### config.mk
export PLATFORM = sky130hd
export DESIGN_NAME = nhr_output_arbiter
export DESIGN_NICKNAME = d
export VERILOG_FILES = /design/src/rtl/noc_arb_pkg.sv /design/src/rtl/rr_priority_picker.sv /design/src/rtl/nhr_output_arbiter.sv
export SDC_FILE = /design/constraint.sdc
export NUM_CORES = 1
export LEC_CHECK = 0
export BUFFER_PORTS_ARGS = -buffer_cell sky130_fd_sc_hd__buf_2
export CAP_MARGIN = 20
export CORE_ASPECT_RATIO = 2
export CORE_MARGIN = 1.5
export CORE_UTILIZATION = 59
export CTS_CLUSTER_DIAMETER = 80
export DETAILED_ROUTE_END_ITERATION = 6
export GPL_TIMING_DRIVEN = 0
export PLACE_DENSITY = 0.83
export SLEW_MARGIN = 0
export SYNTH_ARGS = -nofsm -noshare
export SYNTH_HDL_FRONTEND = slang
export SYNTH_SLANG_ARGS = --single-unit
### constraint.sdc
create_clock -name clk -period 3.85 [get_ports clk]
set_clock_uncertainty 0.15 [all_clocks]
set_input_delay 0.385 -clock clk [delete_from_list [all_inputs] [get_ports clk]]
set_output_delay 0.385 -clock clk [all_outputs]
set_load 0.02 [all_outputs]
### src/rtl/noc_arb_pkg.sv
`default_nettype none
// ============================================================================
// Module      : noc_arb_pkg
// Description : Shared types and constants for the NoC output-port arbiter:
//               arbiter state encoding and next-hop register addresses.
// Revision    : 1.0 - initial release
// ============================================================================
package noc_arb_pkg;

  // Arbiter states: wait for a request, load next hop, move the packet
  typedef enum logic [1:0] {
    IDLE = 2'd0,
    LOAD = 2'd1,
    XFER = 2'd2
  } arb_state_t;

  // Requester index width; covers up to five input buffers
  localparam int IDX_W = 3;

  // Next-hop register address codes
  localparam logic [2:0] ADDR_N    = 3'b000;
  localparam logic [2:0] ADDR_E    = 3'b001;
  localparam logic [2:0] ADDR_S    = 3'b010;
  localparam logic [2:0] IDLE_ADDR = 3'b011;
  localparam logic [2:0] ADDR_W    = 3'b100;
  localparam logic [2:0] ADDR_L    = 3'b101;

  // Address per requester index, in N,E,S,W,L order
  localparam logic [2:0] PORT_ADDR [5] = '{ADDR_N, ADDR_E, ADDR_S, ADDR_W, ADDR_L};

  // Map a requester index to its next-hop address; out-of-range maps to idle
  function automatic logic [2:0] port_addr(input logic [IDX_W-1:0] idx);
    logic [2:0] a;
    a = IDLE_ADDR;
    if (idx < 3'd5) a = PORT_ADDR[idx];
    return a;
  endfunction

endpackage : noc_arb_pkg
`default_nettype wire

### src/rtl/rr_priority_picker.sv
`default_nettype none
// ============================================================================
// Module      : rr_priority_picker
// Description : Combinational round-robin picker. Returns the first set
//               request bit at or after ptr_i, wrapping modulo NUM_REQ.
// Revision    : 1.0 - initial release
// ============================================================================
module rr_priority_picker
  import noc_arb_pkg::*;
#(
  parameter int NUM_REQ = 5
) (
  input  logic [NUM_REQ-1:0] req_i,
  input  logic [IDX_W-1:0]   ptr_i,
  output logic [NUM_REQ-1:0] winner_oh_o,
  output logic [IDX_W-1:0]   winner_idx_o,
  output logic               any_o
);

  localparam logic [IDX_W:0] NUM_W = (IDX_W+1)'(NUM_REQ);

  // Requests widened to the full index range so any index value is in bounds
  logic [(1<<IDX_W)-1:0] req_ext;
  logic [(1<<IDX_W)-1:0] oh_ext;
  logic [IDX_W:0]        sum;
  logic [IDX_W-1:0]      cand;

  assign req_ext     = (1<<IDX_W)'(req_i);
  assign winner_oh_o = oh_ext[NUM_REQ-1:0];

  // Walk candidates ptr, ptr+1, ... (wrapped) and keep the first requester
  always_comb begin
    oh_ext       = '0;
    winner_idx_o = '0;
    any_o        = 1'b0;
    sum          = '0;
    cand         = '0;
    for (int i = 0; i < NUM_REQ; i++) begin
      sum = {1'b0, ptr_i} + (IDX_W+1)'(i);
      if (sum >= NUM_W) sum = sum - NUM_W;
      cand = sum[IDX_W-1:0];
      if (!any_o && req_ext[cand]) begin
        any_o        = 1'b1;
        winner_idx_o = cand;
        oh_ext[cand] = 1'b1;
      end
    end
  end

endmodule : rr_priority_picker
`default_nettype wire

### src/rtl/nhr_output_arbiter.sv
`default_nettype none
// ============================================================================
// Module      : nhr_output_arbiter
// Description : Per-output-port controller. Round-robin grant locked for a
//               whole packet, next-hop register load on grant, flit pacing
//               and last-flit signalling with fallback to the idle address.
// Revision    : 1.0 - initial release
// ============================================================================
module nhr_output_arbiter
  import noc_arb_pkg::*;
#(
  parameter int NUM_REQ = 5,
  parameter int PKT_LEN = 4,
  parameter int CNT_W   = 8
) (
  input  logic               clk,
  input  logic               reset,
  input  logic [NUM_REQ-1:0] req_i,
  input  logic [NUM_REQ-1:0] ib_empty_i,
  input  logic               ready_i,
  output logic [NUM_REQ-1:0] grant_o,
  output logic [NUM_REQ-1:0] ib_read_o,
  output logic               xfer_o,
  output logic               pt_almost_done_o,
  output logic               nhr_write_o,
  output logic [2:0]         nhr_address_o,
  output logic               busy_o
);

  localparam logic [CNT_W-1:0] PKT_LEN_C = CNT_W'(PKT_LEN);
  localparam logic [CNT_W-1:0] CNT_ONE   = CNT_W'(1);
  localparam logic [IDX_W-1:0] LAST_IDX  = IDX_W'(NUM_REQ - 1);

  arb_state_t         state_q,  state_d;
  logic [IDX_W-1:0]   rr_ptr_q, rr_ptr_d;
  logic [IDX_W-1:0]   winner_q, winner_d;
  logic [CNT_W-1:0]   count_q,  count_d;
  logic [NUM_REQ-1:0] grant_q,  grant_d;
  logic [2:0]         addr_q,   addr_d;

  logic [NUM_REQ-1:0] pick_oh;
  logic [IDX_W-1:0]   pick_idx;
  logic               pick_any;
  logic               xfer;
  logic               last_flit;

  rr_priority_picker #(
    .NUM_REQ (NUM_REQ)
  ) u_picker (
    .req_i        (req_i),
    .ptr_i        (rr_ptr_q),
    .winner_oh_o  (pick_oh),
    .winner_idx_o (pick_idx),
    .any_o        (pick_any)
  );

  assign grant_o          = grant_q;
  assign xfer_o           = xfer;
  assign ib_read_o        = grant_q & {NUM_REQ{xfer}};
  assign pt_almost_done_o = last_flit;
  assign busy_o           = (state_q != IDLE);

  // Next-state, grant lock, flit pacing and next-hop register strobes
  always_comb begin
    state_d       = state_q;
    rr_ptr_d      = rr_ptr_q;
    winner_d      = winner_q;
    count_d       = count_q;
    grant_d       = grant_q;
    addr_d        = addr_q;
    xfer          = 1'b0;
    last_flit     = 1'b0;
    nhr_write_o   = 1'b0;
    nhr_address_o = addr_q;
    case (state_q)
      IDLE: begin
        if (pick_any) begin
          state_d  = LOAD;
          grant_d  = pick_oh;
          winner_d = pick_idx;
        end
      end
      LOAD: begin
        nhr_write_o   = 1'b1;
        nhr_address_o = port_addr(winner_q);
        addr_d        = port_addr(winner_q);
        count_d       = PKT_LEN_C;
        state_d       = XFER;
      end
      XFER: begin
        // Only the granted buffer's empty flag matters
        xfer      = ready_i & ~|(ib_empty_i & grant_q);
        last_flit = (count_q == CNT_ONE);
        if (xfer) begin
          count_d = count_q - CNT_ONE;
          if (last_flit) begin
            state_d       = IDLE;
            grant_d       = '0;
            rr_ptr_d      = (winner_q == LAST_IDX) ? '0 : winner_q + IDX_W'(1);
            nhr_write_o   = 1'b1;
            nhr_address_o = IDLE_ADDR;
            addr_d        = IDLE_ADDR;
          end
        end
      end
      default: begin
        state_d = IDLE;
        grant_d = '0;
      end
    endcase
  end

  // State registers with synchronous active-low reset
  always_ff @(posedge clk) begin
    if (!reset) begin
      state_q  <= IDLE;
      rr_ptr_q <= '0;
      winner_q <= '0;
      count_q  <= '0;
      grant_q  <= '0;
      addr_q   <= IDLE_ADDR;
    end else begin
      state_q  <= state_d;
      rr_ptr_q <= rr_ptr_d;
      winner_q <= winner_d;
      count_q  <= count_d;
      grant_q  <= grant_d;
      addr_q   <= addr_d;
    end
  end

endmodule : nhr_output_arbiter
`default_nettype wire

## Word-level counts from Yosys, hierarchy flattened

Memories as Yosys holds them, arrays and structs flattened.
Cells that the tools add are included.

| storage, ports and cells | value |
|---|---|
| input port bits | 13 |
| memories kept | 1 |
| logic and storage cells | 136 |
| bits in registers | 24 |
| output and inout bits | 17 |
| ROM bits | 24 |

Memory list:

| memory | depth | width | rd ports | clocked after Yosys merged registers in | wr ports | line | source |
|---|---|---|---|---|---|---|---|
| (no name shown) | 8 | 3 | 1 | 0 | 0 | noc_arb_pkg.sv:35 | `if (idx < 3'd5) a = PORT_ADDR[idx];` |

| cells by class | value |
|---|---|
| reductions and logical operators | 23 |
| $lt $le $gt $ge | 17 |
| add/sub/neg operators | 11 |
| bitwise logic cells | 9 |
| mux-type cells | 62 |
| equality and inequality tests | 7 |

Operators with widths:

| kind | number |
|---|---|
| 3-bit two-way mux | 16 |
| 5-bit two-way mux | 8 |
| 3-bit by 4-bit < comparator with 1-bit output (second input constant) | 5 |
| 5-bit bitwise OR | 4 |
| 1-bit two-way mux | 19 |
| 4-bit by 3-bit greater-or-equal comparator with 1-bit output (second input constant) | 4 |
| 8-bit case mux with 2 select lines | 1 |
| 1-bit binary-select mux with 3-bit select | 5 |
| 1-bit demux with 3-bit select | 5 |
| 3-bit by 1-bit greater-or-equal comparator with 1-bit output (second input constant) | 5 |
| 5-bit case mux with 3 select lines | 1 |
| 3-bit subtractor (second input constant) | 5 |
| 5-bit bitwise AND | 2 |
| 1-bit logical AND | 9 |
| 3-bit by 2-bit adder with 4-bit output (second input constant) | 2 |
| 8-bit by 1-bit equality test with 1-bit output (second input constant) | 1 |
| 8-bit two-way mux | 1 |
| 8-bit by 1-bit subtractor with 8-bit output (second input constant) | 1 |
| 2-bit two-way mux | 3 |
| 2-bit != test (second input constant) | 3 |
| 2-bit case mux with 3 select lines | 1 |
| 3-bit case mux with 2 select lines | 1 |
| 3-bit AND reduction | 2 |
| 1-bit zero test | 5 |
| 18 further kinds | 20 |

## Depth between registers and ports, before layout

| logic depth | value |
|---|---|
| word-level depth | 19 |
| depth in mapped cells | 16 |
| depth with buffers taken out | 13 |

## Hierarchy

From an unflattened synthesis, not the netlist that was laid out.

| second synthesis, totals | value |
|---|---|
| cell total of the unflattened synthesis | 358 |
| area total of the unflattened synthesis | 2,685.1 µm² |

By module, submodules not included:

| module | instances | cells each | sequential area each (µm²) | area each (µm²) |
|---|---|---|---|---|
| nhr_output_arbiter | 1 | 171 | 480.5 | 1,370.1 |
| rr_priority_picker | 1 | 187 | 0.0 | 1,315.0 |

## Worst setup path after synthesis

OpenSTA, ideal clock, no wires.

| timing | value |
|---|---|
| path type | register to register |
| start point | reg rr_ptr_q[0] |
| end point | reg grant_q[3] (netlist: grant_o[3]) |
| cell stages (with the launch flop) | 15 |
| arrival | 3,291 ps |
| setup time | 117 ps |
| setup slack | 292 ps |
| data required time | 3,583 ps |
| clock period less this slack | 3,558 ps |
| cells stage by stage | dfxtp_1 buf_6 buf_2 inv_1 ha_1 ha_1 clkbuf_1 a211o_1 mux2i_1 mux2i_1 o221a_1 nand3b_1 nor2_1 a221o_1 a22o_1 |

| on the way | value |
|---|---|
| longest elaborated chain between the ends | 19 |
| elaborated cells on any way between the ends | 80 |

RTL lines:

| item | line | source |
|---|---|---|
| start: declaration | nhr_output_arbiter.sv:35 | `logic [IDX_W-1:0] rr_ptr_q, rr_ptr_d;` |
| start signal: assignment | nhr_output_arbiter.sv:124 | `rr_ptr_q <= rr_ptr_d;` |
| branches (longest 19 deep; another with 3-bit by 1-bit adder with 4-bit output) | -- |  |
| end signal: assignment | nhr_output_arbiter.sv:127 | `grant_q <= grant_d;` |
| end: declaration | nhr_output_arbiter.sv:38 | `logic [NUM_REQ-1:0] grant_q, grant_d;` |

Several ways; the timed one is not identified. The select of a mux whose other input is x is not followed.
A chain may end at the register's enable or synchronous reset.

## Worst setup path after layout

Same ends and word-level chain as after synthesis.

==> results.toml <==
[routing]
first_pass_iters = 4
first_iter_violations = 99
vias_per_cell = 6.34
drtAntennaViolNets = 0
postRouteWirelength_mm = 7.27
wl_per_cell_um = 17.3
drc_errors = 0
vias = 2663

[synthesis]
synthesis.area_um2 = 2560
synth_top_area_share_pct = 18.8
synth_edf_count = 0
synth_nets = 367
synth_top_family_by_area = "compound AO/OA/AOI/OAI gates"
synth.distinct_cells = 73
synth_compound_area_share_pct = 30.6
synthSimpleGateAreaFrac_pct = 27.1
synth-seq-cells = 24
ys_seq_area_share_pct = 18.8
yosys-top-cells-area = "dfxtp_1 19%, ha_1 8.3%, a21oi_1 4.7%"
yosysTopAreaCell = "dfxtp_1"
yosysWarnings = 0
yosysMostFrequentCell = "nand2_1"
ys_top_cells_by_count = "32 x nand2_1, 31 x nor2_1, 24 x a21oi_1, 24 x dfxtp_1, 23 x inv_1"
synth-adder-area-share_pct = 9.09
synth-xor-area-share_pct = 3.47
syn_inst = 336
synthArstFlopShare_pct = 0
synthMuxAreaShare_pct = 4.40
postSynthAreaPerCell_um2 = 7.62
synthFlopType = "dfxtp_1"

[power]
leakage_nw = 1.21
p_total_mw = 1.16
powerDensity_nw_per_um2 = 404
ir_drop_mv = 0.260

[final_layout]
syn_to_final_growth_pct = 12.2
multiInputGateArea_um2 = 1960
antenna_cells = 0
final_util_pct = 69.5
regArea_um2 = 482
drive_gt1_share_pct = 19.3
fillers = 398
final_nets = 400

[global_routing]
grt_pass1_wl_mm = 11.7
grt_usage_pct = 31.8
grt_pass1_vias = 2627
antenna_found_initial = 0
grt_overflow = 0
grt_max_degree = 18

[clocking]
clk_latency_ns = 0.27
cts_buffers = 3
cts.sinks = 24
root_buffer = "clkbuf_8"
htree_levels = 1
clk_pin_slew_ns = 0.08
cts_buffer_depth = 2
hold_buffers = 0
cts_tree = "done"

[setup_path]
cp_slowest_cell = "dfxtp_1"
crit_path_start_kind = "flip-flop"
slowest_delay_ns = 0.42
cp-end-kind = "flip-flop"
crit_required_ns = 3.87
path_cells = "buf_6 > inv_1 > ha_1 > ha_2 > a211o_1 > and3_1 > o21ai_1 > o221a_1 > nand3b_1 > nor2_1 > a221o_1 > a22o_1"
path_buf_inv = 2
cp_top_family = "compound AO/OA/AOI/OAI gates"
cp_max_fo = 17
arrival_ns = 3.72
critical_path_class = "flip-flop to flip-flop"

[placement]
pre_cts_slack_ns = -0.443
portBuffers = 29
dp_hpwl_mm = 5.83
gp_congestion = 0.926

[sta]
setup_viol_count_final = 0
holdWs_ns = 0.213
rsz0062_at_grt = "false"
hold_viol = 0
period_share_pct = 96.1
slew_headroom_pct = 43.9
fin_crit_ns = 3.70
setup_tns_ns = 0
tightest_slew_ns = 0.835
finalMaxSlewViolations = 0
fmax_mhz = 270
setup_ws_ns = 0.152

[status]
status = "finished, final reports clean"

[die]
start_util_pct = 62.0
core_area_um2 = 4130
ios = 30
die_h_um = 96.2
row_count = 33
dieArea_um2 = 4770
die_w_um = 49.6

[hold_path]
holdCritPathClass = "primary input to flip-flop"

[run]
cap_violations = 0
==> sequential cells by signal, indices dropped and copies added (netlist names) <==
register / cells
grant_o: 5
rr_ptr_q: 3
state_q: 2
addr_q: 3
count_q: 8
winner_q: 3
==> routing by layer <==
layer / vias to the layer above / routed length, um / global-route usage (%)
met1: 1222 / 2460 / 27.4
li1: 1301 / - / -
met4: 0 / 616 / 26.6
met5: - / 0 / 0
met2: 93 / 4000 / 63.8
met3: 47 / 199 / 2.02
==> worst register-to-register path, delay by kind of cell (launching register included) <==
kind	cells	cell delay, ns
compound gates	5	1.48
simple gates	3	0.54
fa+ha+maj	2	0.59
flops	1	0.42
buf+inv	2	0.41
==> layout make-up <==
| cell class | count | share of cell area, % |
|---|---|---|
| Buffer | 9 | 2.27 |
| Timing Repair Buffer | 30 | 5.32 |
| Tap cell | 52 | 2.27 |
| Inverter | 25 | 3.27 |
| Clock buffer | 4 | 1.92 |
| Sequential cell | 24 | 16.8 |
| Multi-Input combinational cell | 276 | 68.2 |
==> final timing paths <==
check                   start    endpoint  slack [ns]  cells past startpoint
setup / recovery  rr_ptr_q[0]  grant_o[3]        0.15                     12
hold / removal          reset   addr_q[0]        0.21                      2
setup reg to reg  rr_ptr_q[0]  grant_o[3]        0.15                     12
hold reg to reg     addr_q[0]   addr_q[0]        0.32                      2
==> where the power goes <==
group | switching (mW) | total (mW) | internal [mW]
clock | 0.0780 | 0.169 | 0.0914
sequential | 0.0606 | 0.376 | 0.316
combinational | 0.380 | 0.614 | 0.234
total | 0.519 | 1.16 | 0.641
==> what timing repair did <==
action                                  in CTS  in global routing
pin swaps                                    1                  0
resized for setup                            5                  8
endpoints found under the setup margin      10                  9
buffers inserted                             1                  0
==> cell families (layout without fill, tap and decap cells) <==
group | count (synthesis) | after routing
AND/OR/NAND/NOR | 133 | 133
AO/OA/AOI/OAI | 106 | 106
buffers and inverters | 36 | 68
flip-flops | 24 | 24
adder cells (fa/ha/maj) | 18 | 18
multiplexers | 11 | 11
XOR/XNOR | 8 | 8
==> cell usage in the layout (no fill, tap or decap), types with 3 or more instances in the layout <==
master    count
nand2_1      32
buf_2        32
nor2_1       30
a21oi_1      24
inv_1        23
dfxtp_1      23
o21ai_0      17
ha_1         16
nand3_1       9
nand2b_1      8
mux2i_1       8
nor3_1        7
and2_1        7
a22o_1        6
and3_1        6
nor4_1        5
a22oi_1       5
o21a_1        5
xnor2_1       5
a211oi_1      5
or3_1         5
or2_2         4
clkbuf_8      4
buf_6         3
nand4_1       3
a21o_1        3
a211o_1       3
a211oi_2      3
a221o_1       3
nand3b_1      3
==> stage by stage <==
step,instance area [um^2],instances
global placement,2770,417
finish,2870,420
global route,2870,420
floorplan,2560,336
detailed placement,2770,417
CTS,2850,421
Note: power is estimated with default switching activity, not from simulation.
